<file path="src/rtl/connect4_pkg.sv">
`default_nettype none
// ============================================================================
// Module   : connect4_pkg
// Purpose  : Shared constants and types for the Connect-4 datapath. Holds the
//            SPI move-frame layout used by spi_move_receiver and the highest
//            legal column index shared with the loader/victory logic.
// Revision : 1.0 - initial release
// ============================================================================
package connect4_pkg;

   // Move frame, MSB first: [7:4] header, [3] even parity, [2:0] column
   localparam int         c_frame_width  = 8;
   localparam logic [3:0] c_frame_header = 4'b1010;
   localparam int         c_max_col      = 6;

   typedef enum logic [1:0] {
      IDLE  = 2'd0,
      RX    = 2'd1,
      CHECK = 2'd2,
      DRAIN = 2'd3
   } spi_rx_state_t;

endpackage
`default_nettype wire

</file>
<file path="src/rtl/sync_edge_detect.sv">
`default_nettype none
// ============================================================================
// Module   : sync_edge_detect
// Purpose  : Multi-stage synchronizer for one asynchronous pin, followed by a
//            history register so that single-cycle rise/fall strobes can be
//            derived from the synchronized level.
// Ports    : clk, rst (async, active high)
//            din   - raw asynchronous input
//            level - synchronized level
//            rise  - one-cycle strobe, synchronized 0->1
//            fall  - one-cycle strobe, synchronized 1->0
// Revision : 1.0 - initial release
// ============================================================================
module sync_edge_detect #(
   parameter int   STAGES    = 2,
   parameter logic RESET_VAL = 1'b0
) (
   input  logic clk,
   input  logic rst,
   input  logic din,
   output logic level,
   output logic rise,
   output logic fall
);

   // Fewer than two stages is not a metastability-safe synchronizer
   localparam int DEPTH = (STAGES < 2) ? 2 : STAGES;

   logic [DEPTH-1:0] sync_q, sync_d;
   logic             prev_q, prev_d;

   always_comb begin
      sync_d = {sync_q[DEPTH-2:0], din};
      prev_d = sync_q[DEPTH-1];
   end

   always_ff @(posedge clk or posedge rst) begin
      if (rst) begin
         sync_q <= {DEPTH{RESET_VAL}};
         prev_q <= RESET_VAL;
      end else begin
         sync_q <= sync_d;
         prev_q <= prev_d;
      end
   end

   assign level = sync_q[DEPTH-1];
   assign rise  =  sync_q[DEPTH-1] & ~prev_q;
   assign fall  = ~sync_q[DEPTH-1] &  prev_q;

endmodule
`default_nettype wire

</file>
<file path="src/rtl/spi_move_receiver.sv">
`default_nettype none
// ============================================================================
// Module   : spi_move_receiver
// Purpose  : SPI mode-0 slave receiving player-2 moves. Assembles one 8-bit
//            frame per ss-low window, validates header/parity/column and
//            hands a valid column to the game controller.
// Ports    : clk, rst (async, active high)
//            sck, ss, mosi - raw SPI pins, asynchronous to clk
//            jugada        - last valid column, held until next valid frame
//            dato_listo    - one-cycle strobe, new valid jugada
//            recibido      - ack level, valid frame until next ss fall
//            frame_error   - one-cycle strobe, frame rejected
// Revision : 1.0 - initial release
// ============================================================================
module spi_move_receiver
   import connect4_pkg::*;
#(
   parameter int SYNC_STAGES    = 2,
   parameter int TIMEOUT_CYCLES = 50000,
   parameter int MAX_COL        = c_max_col
) (
   input  logic       clk,
   input  logic       rst,
   input  logic       sck,
   input  logic       ss,
   input  logic       mosi,
   output logic [2:0] jugada,
   output logic       dato_listo,
   output logic       recibido,
   output logic       frame_error
);

   localparam int               TO_W          = $clog2(TIMEOUT_CYCLES + 1);
   localparam logic [TO_W-1:0]  c_timeout_max = TO_W'(TIMEOUT_CYCLES);
   localparam logic [2:0]       c_max_col_w   = 3'(MAX_COL);

   // ---------------------------------------------------------------- sync
   logic w_sck_lvl, w_sck_rise, w_sck_fall;
   logic w_ss_lvl,  w_ss_rise,  w_ss_fall;
   logic w_mosi_lvl, w_mosi_rise, w_mosi_fall;

   sync_edge_detect #(.STAGES(SYNC_STAGES), .RESET_VAL(1'b0)) u_sync_sck (
      .clk(clk), .rst(rst), .din(sck),
      .level(w_sck_lvl), .rise(w_sck_rise), .fall(w_sck_fall)
   );

   // ss idles high so a reset never fabricates a falling edge by itself
   sync_edge_detect #(.STAGES(SYNC_STAGES), .RESET_VAL(1'b1)) u_sync_ss (
      .clk(clk), .rst(rst), .din(ss),
      .level(w_ss_lvl), .rise(w_ss_rise), .fall(w_ss_fall)
   );

   sync_edge_detect #(.STAGES(SYNC_STAGES), .RESET_VAL(1'b0)) u_sync_mosi (
      .clk(clk), .rst(rst), .din(mosi),
      .level(w_mosi_lvl), .rise(w_mosi_rise), .fall(w_mosi_fall)
   );

   logic w_unused_edges;
   assign w_unused_edges = ^{w_sck_lvl, w_sck_fall, w_mosi_rise, w_mosi_fall};

   // --------------------------------------------------------------- state
   spi_rx_state_t            state_q, state_d;
   logic [c_frame_width-1:0] shift_q, shift_d;
   logic [3:0]               bit_cnt_q, bit_cnt_d;
   logic [TO_W-1:0]          timeout_q, timeout_d;
   logic [2:0]               jugada_q, jugada_d;
   logic                     recibido_q, recibido_d;
   logic                     drain_first_q, drain_first_d;
   logic                     w_frame_ok;

   assign w_frame_ok = (bit_cnt_q == 4'd8)
                    && (shift_q[7:4] == c_frame_header)
                    && !(^shift_q[3:0])
                    && (shift_q[2:0] <= c_max_col_w);

   always_comb begin
      state_d       = state_q;
      shift_d       = shift_q;
      bit_cnt_d     = bit_cnt_q;
      timeout_d     = timeout_q;
      jugada_d      = jugada_q;
      recibido_d    = recibido_q;
      drain_first_d = 1'b0;
      dato_listo    = 1'b0;
      frame_error   = 1'b0;

      case (state_q)
         IDLE: begin
            if (w_ss_fall) begin
               shift_d    = '0;
               bit_cnt_d  = '0;
               timeout_d  = '0;
               recibido_d = 1'b0;   // Arduino handshake: slave ready again
               state_d    = RX;
            end
         end

         RX: begin
            if (w_sck_rise) begin
               shift_d   = {shift_q[c_frame_width-2:0], w_mosi_lvl};
               timeout_d = '0;
               if (bit_cnt_q != 4'd9) begin
                  bit_cnt_d = bit_cnt_q + 4'd1;
               end
            end else if (timeout_q != c_timeout_max) begin
               timeout_d = timeout_q + TO_W'(1);
            end

            // ss rise wins: an overlong frame still fails in CHECK
            if (w_ss_rise) begin
               state_d = CHECK;
            end else if ((bit_cnt_d == 4'd9) || (timeout_d == c_timeout_max)) begin
               state_d       = DRAIN;
               drain_first_d = 1'b1;
            end
         end

         CHECK: begin
            if (w_frame_ok) begin
               jugada_d   = shift_q[2:0];
               recibido_d = 1'b1;
               dato_listo = 1'b1;
            end else begin
               frame_error = 1'b1;
            end
            state_d = IDLE;
         end

         DRAIN: begin
            // Error was already reported on entry; leave silently
            frame_error = drain_first_q;
            if (w_ss_lvl) begin
               state_d = IDLE;
            end
         end

         default: state_d = IDLE;
      endcase
   end

   always_ff @(posedge clk or posedge rst) begin
      if (rst) begin
         state_q       <= IDLE;
         shift_q       <= '0;
         bit_cnt_q     <= '0;
         timeout_q     <= '0;
         jugada_q      <= 3'd0;
         recibido_q    <= 1'b0;
         drain_first_q <= 1'b0;
      end else begin
         state_q       <= state_d;
         shift_q       <= shift_d;
         bit_cnt_q     <= bit_cnt_d;
         timeout_q     <= timeout_d;
         jugada_q      <= jugada_d;
         recibido_q    <= recibido_d;
         drain_first_q <= drain_first_d;
      end
   end

   assign jugada   = jugada_q;
   assign recibido = recibido_q;

endmodule
`default_nettype wire

</file>
<file path="config.mk">
export PLATFORM = sky130hd
export DESIGN_NAME = spi_move_receiver
export DESIGN_NICKNAME = d
export VERILOG_FILES = /design/src/rtl/connect4_pkg.sv /design/src/rtl/sync_edge_detect.sv /design/src/rtl/spi_move_receiver.sv
export SDC_FILE = /design/constraint.sdc
export NUM_CORES = 1
export LEC_CHECK = 0
export CAP_MARGIN = 20
export CORE_ASPECT_RATIO = 1.4
export CORE_MARGIN = 4
export CORE_UTILIZATION = 39
export CTS_CLUSTER_SIZE = 25
export DETAILED_ROUTE_END_ITERATION = 10
export HOLD_SLACK_MARGIN = 0.12
export PLACE_DENSITY_LB_ADDON = 0.25
export SYNTH_ARGS = -nofsm -noshare
export SYNTH_HDL_FRONTEND = slang
export SYNTH_SLANG_ARGS = --single-unit
</file>
<file path="constraint.sdc">
create_clock -name clk -period 2.3 [get_ports clk]
set_input_delay 0.345 -clock clk [delete_from_list [all_inputs] [get_ports clk]]
set_output_delay 0.345 -clock clk [all_outputs]
set_load 0.01 [all_outputs]
</file>
# [Yosys cells after proc, flatten, opt, wreduce, memory -nomap -nowiden]
# Index checks and enable logic that the tools add are counted.
# W data, S select, Z words.
[op_classes] addsub=2 multipliers=0 div_mod_pow=0 magnitude_cmp=1 n_eq_ne=14 shift=0 mux=28 n_bitwise=6 n_reduce_logical=14
[ops] op="$mux W16" n=4
[ops] op="$pmux W16 S2" n=1
[ops] op="$add A16 B1 Y16 const B" n=1
[ops] op="$eq A16 B16 Y1 const B" n=1
[ops] op="$mux W4" n=4
[ops] op="$mux W8" n=2
[ops] op="$ne A16 B16 Y1 const B" n=1
[ops] op="$pmux W8 S2" n=1
[ops] op="$eq A4 B4 Y1 const B" n=3
[ops] op="$reduce_and A3 Y1" n=3
[ops] op="$mux W1" n=8
[ops] op="$mux W2" n=4
[ops] op="$pmux W2 S4" n=1
[ops] op="$pmux W4 S2" n=1
[ops] op="$ne A2 B1 Y1 const B" n=3
[ops] op="$add A4 B1 Y4 const B" n=1
[ops] op="$eq A2 B2 Y1 const B" n=2
[ops] op="$ne A4 B4 Y1 const B" n=1
[ops] op="$pmux W1 S2" n=2
[ops] op="$reduce_and A2 Y1" n=2
[ops] op="$reduce_bool A2 Y1" n=2
[ops] op="$reduce_xor A4 Y1" n=1
[ops] op="$and A1 B1 Y1" n=3
[ops] op="$le A3 B3 Y1 const B" n=1
[ops] op="8 further kinds" n=12
[totals] regBits=43 latch_bits=0 mem_bits_rw=0 mem_bits_ro=0 word_cells=77 memories=0

# [Logic depth before layout (Yosys ltp)]
[depth] depth_word=9 ltp_mapped=8

# [By module]
# Synthesis repeated with hierarchy kept, for this count alone.
[unflattened] cells_unflattened=275 area_unflattened_um2=2489.9
[modules_own_cells] module="spi_move_receiver" n_inst=1 cells_each=257 area_each_um2=2204.6
[modules_own_cells] module="sync_edge_detect (u_sync_mosi ...)" n_inst=2 cells_each=6 area_each_um2=93.8
[modules_own_cells] module="sync_edge_detect (u_sync_ss)" n_inst=1 cells_each=6 area_each_um2=97.6

# [Worst setup path before layout]
# No wires, ideal clock.
[synth_timing] path_kind="register to register" start="register timeout_q[0]" end="register drain_first_q" setup_time_ps=80 arrival_ps=2040 required_time_ps=2220 path_slack_ps=180 stages_incl_launch_ff=8 path_buffers=0 synth_period_minus_slack_ps=2120 cell_sequence="dfrtp_1 -> ha_1 -> nand3_2 -> or4_4 -> nor2_1 -> o2111ai_1 -> o31ai_2 -> nor3b_2"
[synth_via] elab_chain_cells=9 elab_cells_between_ends=10
[synth_lines] item="start, declared" line="spi_move_receiver.sv:65" rtl="logic [TO_W-1:0] timeout_q, timeout_d;"
[synth_lines] item="start signal, assigned" line="spi_move_receiver.sv:154" rtl="timeout_q <= timeout_d;"
[synth_lines] item="$add A16 B1 Y16 / $ne A16 B16 Y1 (equally long branches)" line="spi_move_receiver.sv:106, spi_move_receiver.sv:105"
[synth_lines] item="$mux W16 (*)" line="spi_move_receiver.sv:105" rtl="end else if (timeout_q != c_timeout_max) begin"
[synth_lines] item="$mux W16 (*)" line="spi_move_receiver.sv:99" rtl="if (w_sck_rise) begin"
[synth_lines] item="$mux W16 (*)" line="spi_move_receiver.sv:87" rtl="case (state_q)"
[synth_lines] item="$eq A16 B16 Y1 (*)" line="spi_move_receiver.sv:112" rtl="end else if ((bit_cnt_d == 4'd9) || (timeout_d == c_timeout_max)) begin"
[synth_lines] item="$logic_or A1 B1 Y1 (*)" line="spi_move_receiver.sv:112"
[synth_lines] item="$mux W1 (*)" line="spi_move_receiver.sv:112"
[synth_lines] item="$mux W1 (*)" line="spi_move_receiver.sv:110" rtl="if (w_ss_rise) begin"
[synth_lines] item="$mux W1 (*)" line="spi_move_receiver.sv:87"
[synth_lines] item="named net drain_first_d" line="spi_move_receiver.sv:68" rtl="logic drain_first_q, drain_first_d;"
[synth_lines] item="end signal, assigned" line="spi_move_receiver.sv:157" rtl="drain_first_q <= drain_first_d;"
[synth_lines] item="end, declared" line="spi_move_receiver.sv:68"
# Mark *: on every way through the listed nets, which the timed path passes. The rest lies on a longest branch. The select of a mux whose other input is x is not followed.
# A chain may end at the register's enable or synchronous reset.

# [Worst setup path in the final report]
[layout_timing] start="register shift_q[1]" end="output port frame_error"
[layout_via] elab_chain_cells=6 elab_cells_between_ends=7
[layout_lines] item="start, declared" line="spi_move_receiver.sv:63" rtl="logic [c_frame_width-1:0] shift_q, shift_d;"
[layout_lines] item="start signal, assigned" line="spi_move_receiver.sv:152" rtl="shift_q <= shift_d;"
[layout_lines] item="branches (longest 3 deep; another with $le A3 B3 Y1)"
[layout_lines] item="$logic_and A1 B1 Y1 (*)" line="spi_move_receiver.sv:74" rtl="&& (shift_q[2:0] <= c_max_col_w);"
[layout_lines] item="$mux W1 (*)" line="spi_move_receiver.sv:119" rtl="if (w_frame_ok) begin"
[layout_lines] item="$pmux W1 S2 (*)" line="spi_move_receiver.sv:87"
[layout_lines] item="end, declared" line="spi_move_receiver.sv:30" rtl="output logic frame_error"
# Mark *: on every way between the ends.

==> flow_summary.json <==
{
  "grt_pass1_wl_mm": 8.95,
  "critPathKind": "reg -> out",
  "wl_met3_um": 103,
  "placedInstanceArea_um2": 2670,
  "drive_gt1_share_pct": 21.3,
  "grt_max_degree": 25,
  "htreeDepth": 2,
  "wl_mm": 5.23,
  "antenna_found_initial": 0,
  "finClkSkew_ps": 9.21,
  "min_period_over_period_pct": 96.2,
  "grt_usage_pct": 15.4,
  "holdPathStages": 0,
  "p_per_area_nw_per_um2": 654,
  "top_layer_used": "met4",
  "m1WireLength_mm": 2.22,
  "layout.nets": 277,
  "status": "completed",
  "antenna_left": 0,
  "syn-mean-instance-area_um2": 10.0,
  "worstPathRequired_ps": 1960,
  "cts_root_buf": "clkbuf_8",
  "met2_length_mm": 2.80,
  "power_mw": 1.81,
  "clk_pin_slew_ps": 70,
  "vias_per_cell": 5.66,
  "leakagePower_nw": 1.22,
  "synthArstFlopShare_pct": 100,
  "cts_tree": "built",
  "crit_arrival_ps": 1870,
  "design_area_um2": 2770,
  "synth_area_leaders": "dfrtp_1, a22o_1, o21ai_0",
  "io_buffers": 10,
  "grt_overflow": 0,
  "synth-seq-cells": 43,
  "setup_slack_ps": 86.7,
  "max_slew.worst_pin.slew_ps": 823,
  "maxCapViolCount": 0,
  "rsz0062_at_grt": "yes",
  "die_x_um": 73.8,
  "synth_area_um2": 2360,
  "drt_iter0_markers": 121,
  "route.detailed.drc": 0,
  "core_um2": 5860,
  "synthFlopType": "dfrtp_1",
  "cp-end-kind": "output port",
  "min_to": "u_sync_sck.sync_q[1]",
  "start_util_pct": 40.3,
  "cts_inserted_buffers": 5,
  "tns_ps": 0,
  "worstSetupStartpointType": "register",
  "r2r_setup_slack_ps": 160,
  "grt_pass1_vias": 1950,
  "numClockSinks": 43,
  "insertion_delay_ps": 290,
  "hold_slack_ps": 351,
  "ctsLongestPathBuffers": 2,
  "globalplace.congestion": 0.845,
  "setup_viol": 0,
  "ir_drop_mv": 0.405,
  "die_area_um2": 7390,
  "synth_top_area_cell": "dfrtp_1",
  "hp-class": "reg -> reg",
  "ys_types": 49,
  "hpwl_mm": 3.85,
  "hold_viol_final": 0,
  "ff2ff_path_depth": 7,
  "r2r-start": "timeout_q[0]",
  "drtPass1Iterations": 4,
  "netlist.area_leader.share_pct": 42.3,
  "synth_edf_count": 0,
  "ys_seq_area_share_pct": 45.7,
  "die-height_um": 100,
  "syn_nets": 247,
  "yosysWarnings": 0,
  "fin_crit_ps": 2210,
  "syn2layout_area_growth_pct": 17.1,
  "slew_violations": 0,
  "hp-start": "u_sync_sck.sync_q[0]",
  "rows": 33,
  "crit_fanout": 2,
  "antennaDiodeCount": 0,
  "max_freq_mhz": 452,
  "slew_headroom_pct": 45.0,
  "postSynthCellCount": 236,
  "vias": 1908,
  "ioPinCount": 11,
  "dp_slack_ps": -21.8,
  "rr_endpoint": "drain_first_q",
  "routedWlPerCell_um": 15.5
}
[layout make-up]
type,instances,area (um^2)
multi-input cells,168,1170
fillers,583,3090
repair buffers,36,285
flip-flops and latches,43,1080
well taps,70,87.6
clock buffers,8,100
inverters,12,45.0
[sequential cells by signal, indices dropped and copies added, names as in the netlist]
signal,count
bit_cnt_q,4
drain_first_q,1
jugada,3
recibido,1
shift_q,8
state_q,2
timeout_q,16
u_sync_mosi.sync_q,2
u_sync_sck.prev_q,1
u_sync_sck.sync_q,2
u_sync_ss.prev_q,1
u_sync_ss.sync_q,2
[placed cells by master (no fill, tap or decap), drive strengths merged, types with 2 or more instances in the layout]
| master | Yosys | final |
|---|---|---|
| a21o | 2 | 2 |
| a21oi | 9 | 9 |
| a22o | 12 | 12 |
| a31oi | 4 | 4 |
| a32o | 2 | 2 |
| and3 | 6 | 6 |
| buf | 10 | 28 |
| clkbuf | 3 | 8 |
| clkdlybuf4s50 | 0 | 8 |
| dfrtp | 40 | 40 |
| dfstp | 3 | 3 |
| ha | 6 | 6 |
| inv | 12 | 11 |
| mux2 | 4 | 4 |
| nand2 | 12 | 12 |
| nand2b | 3 | 3 |
| nand3 | 8 | 8 |
| nand4 | 8 | 8 |
| nor2 | 19 | 19 |
| nor2b | 4 | 4 |
| nor3 | 4 | 4 |
| nor4 | 4 | 4 |
| nor4bb | 2 | 2 |
| o211ai | 2 | 2 |
| o21ai | 20 | 20 |
| o21bai | 3 | 3 |
| o31ai | 8 | 8 |
| o41ai | 3 | 3 |
| or2 | 2 | 2 |
| xnor2 | 6 | 6 |
| xor2 | 4 | 4 |
[Yosys cell counts, types with 4 or more instances]
master / instances
mux2_2: 4
nor3_1: 4
ha_1: 6
dfrtp_1: 40
nand3_1: 6
nor2b_1: 4
a31oi_1: 4
xnor2_1: 6
buf_2: 7
a21oi_1: 9
nor4_1: 4
o31ai_1: 7
xor2_1: 4
nand4_1: 7
a22o_1: 12
o21ai_0: 20
inv_1: 12
nand2_1: 12
and3_1: 4
nor2_1: 19
[layer usage]
layer,vias up,track usage [%]
met4,0,6.28
li1,928,-
met2,31,27.8
met3,9,2.20
met5,-,0
met1,940,17.7
[power breakdown]
part	internal, mW	leakage, nW	switching (mW)
registers	0.805	0.571	0.0408
logic	0.190	0.598	0.248
clock network	0.274	0.0515	0.254
total	1.27	1.22	0.543
[through the flow]
step           cells  utilization [%]
2_1_floorplan    236                -
3_3_place_gp     328             45.5
3_5_place_dp     328             45.5
4_1_cts          336             47.2
5_1_grt          337             47.2
6_report         337             47.2
[worst max-delay path by stage]
stage / slack, ps / endpoint / startpoint
after floorplan: 180 / drain_first_q / timeout_q[0]
after global placement: 20 / dato_listo / shift_q[0]
after detailed placement: -20 / dato_listo / shift_q[0]
after CTS: 6 / dato_listo / shift_q[0]
after global routing: -10 / frame_error / shift_q[1]
final: 90 / frame_error / shift_q[1]
[critical path, stage by stage (launching register included)]
cell	delay [ps]
dfrtp_1	390
ha_1	310
xnor2_1	130
or2_2	290
a21oi_2	160
buf_4	130
nor2_1	30
buf_2	140
[timing repair]
action,in CTS,in global routing
setup buffers,0,1
pin swaps,1,2
gates resized for setup,8,1
hold buffers,0,0
endpoints found under the setup margin,2,1
[cell families (layout without fill, tap and decap cells)]
logic type               Yosys count  after routing  synth area share, %
buffers and inverters             25             56                 4.97
XOR/XNOR                          10             10                 3.70
AO/OA/AOI/OAI                     70             70                 21.5
AND/OR/NAND/NOR                   76             76                 18.2
multiplexers                       5              5                 2.33
adder cells (fa/ha/maj)            7              7                 3.60
flip-flops                        43             43                 45.7
No activity file was read; power rests on OpenSTA's default activity.
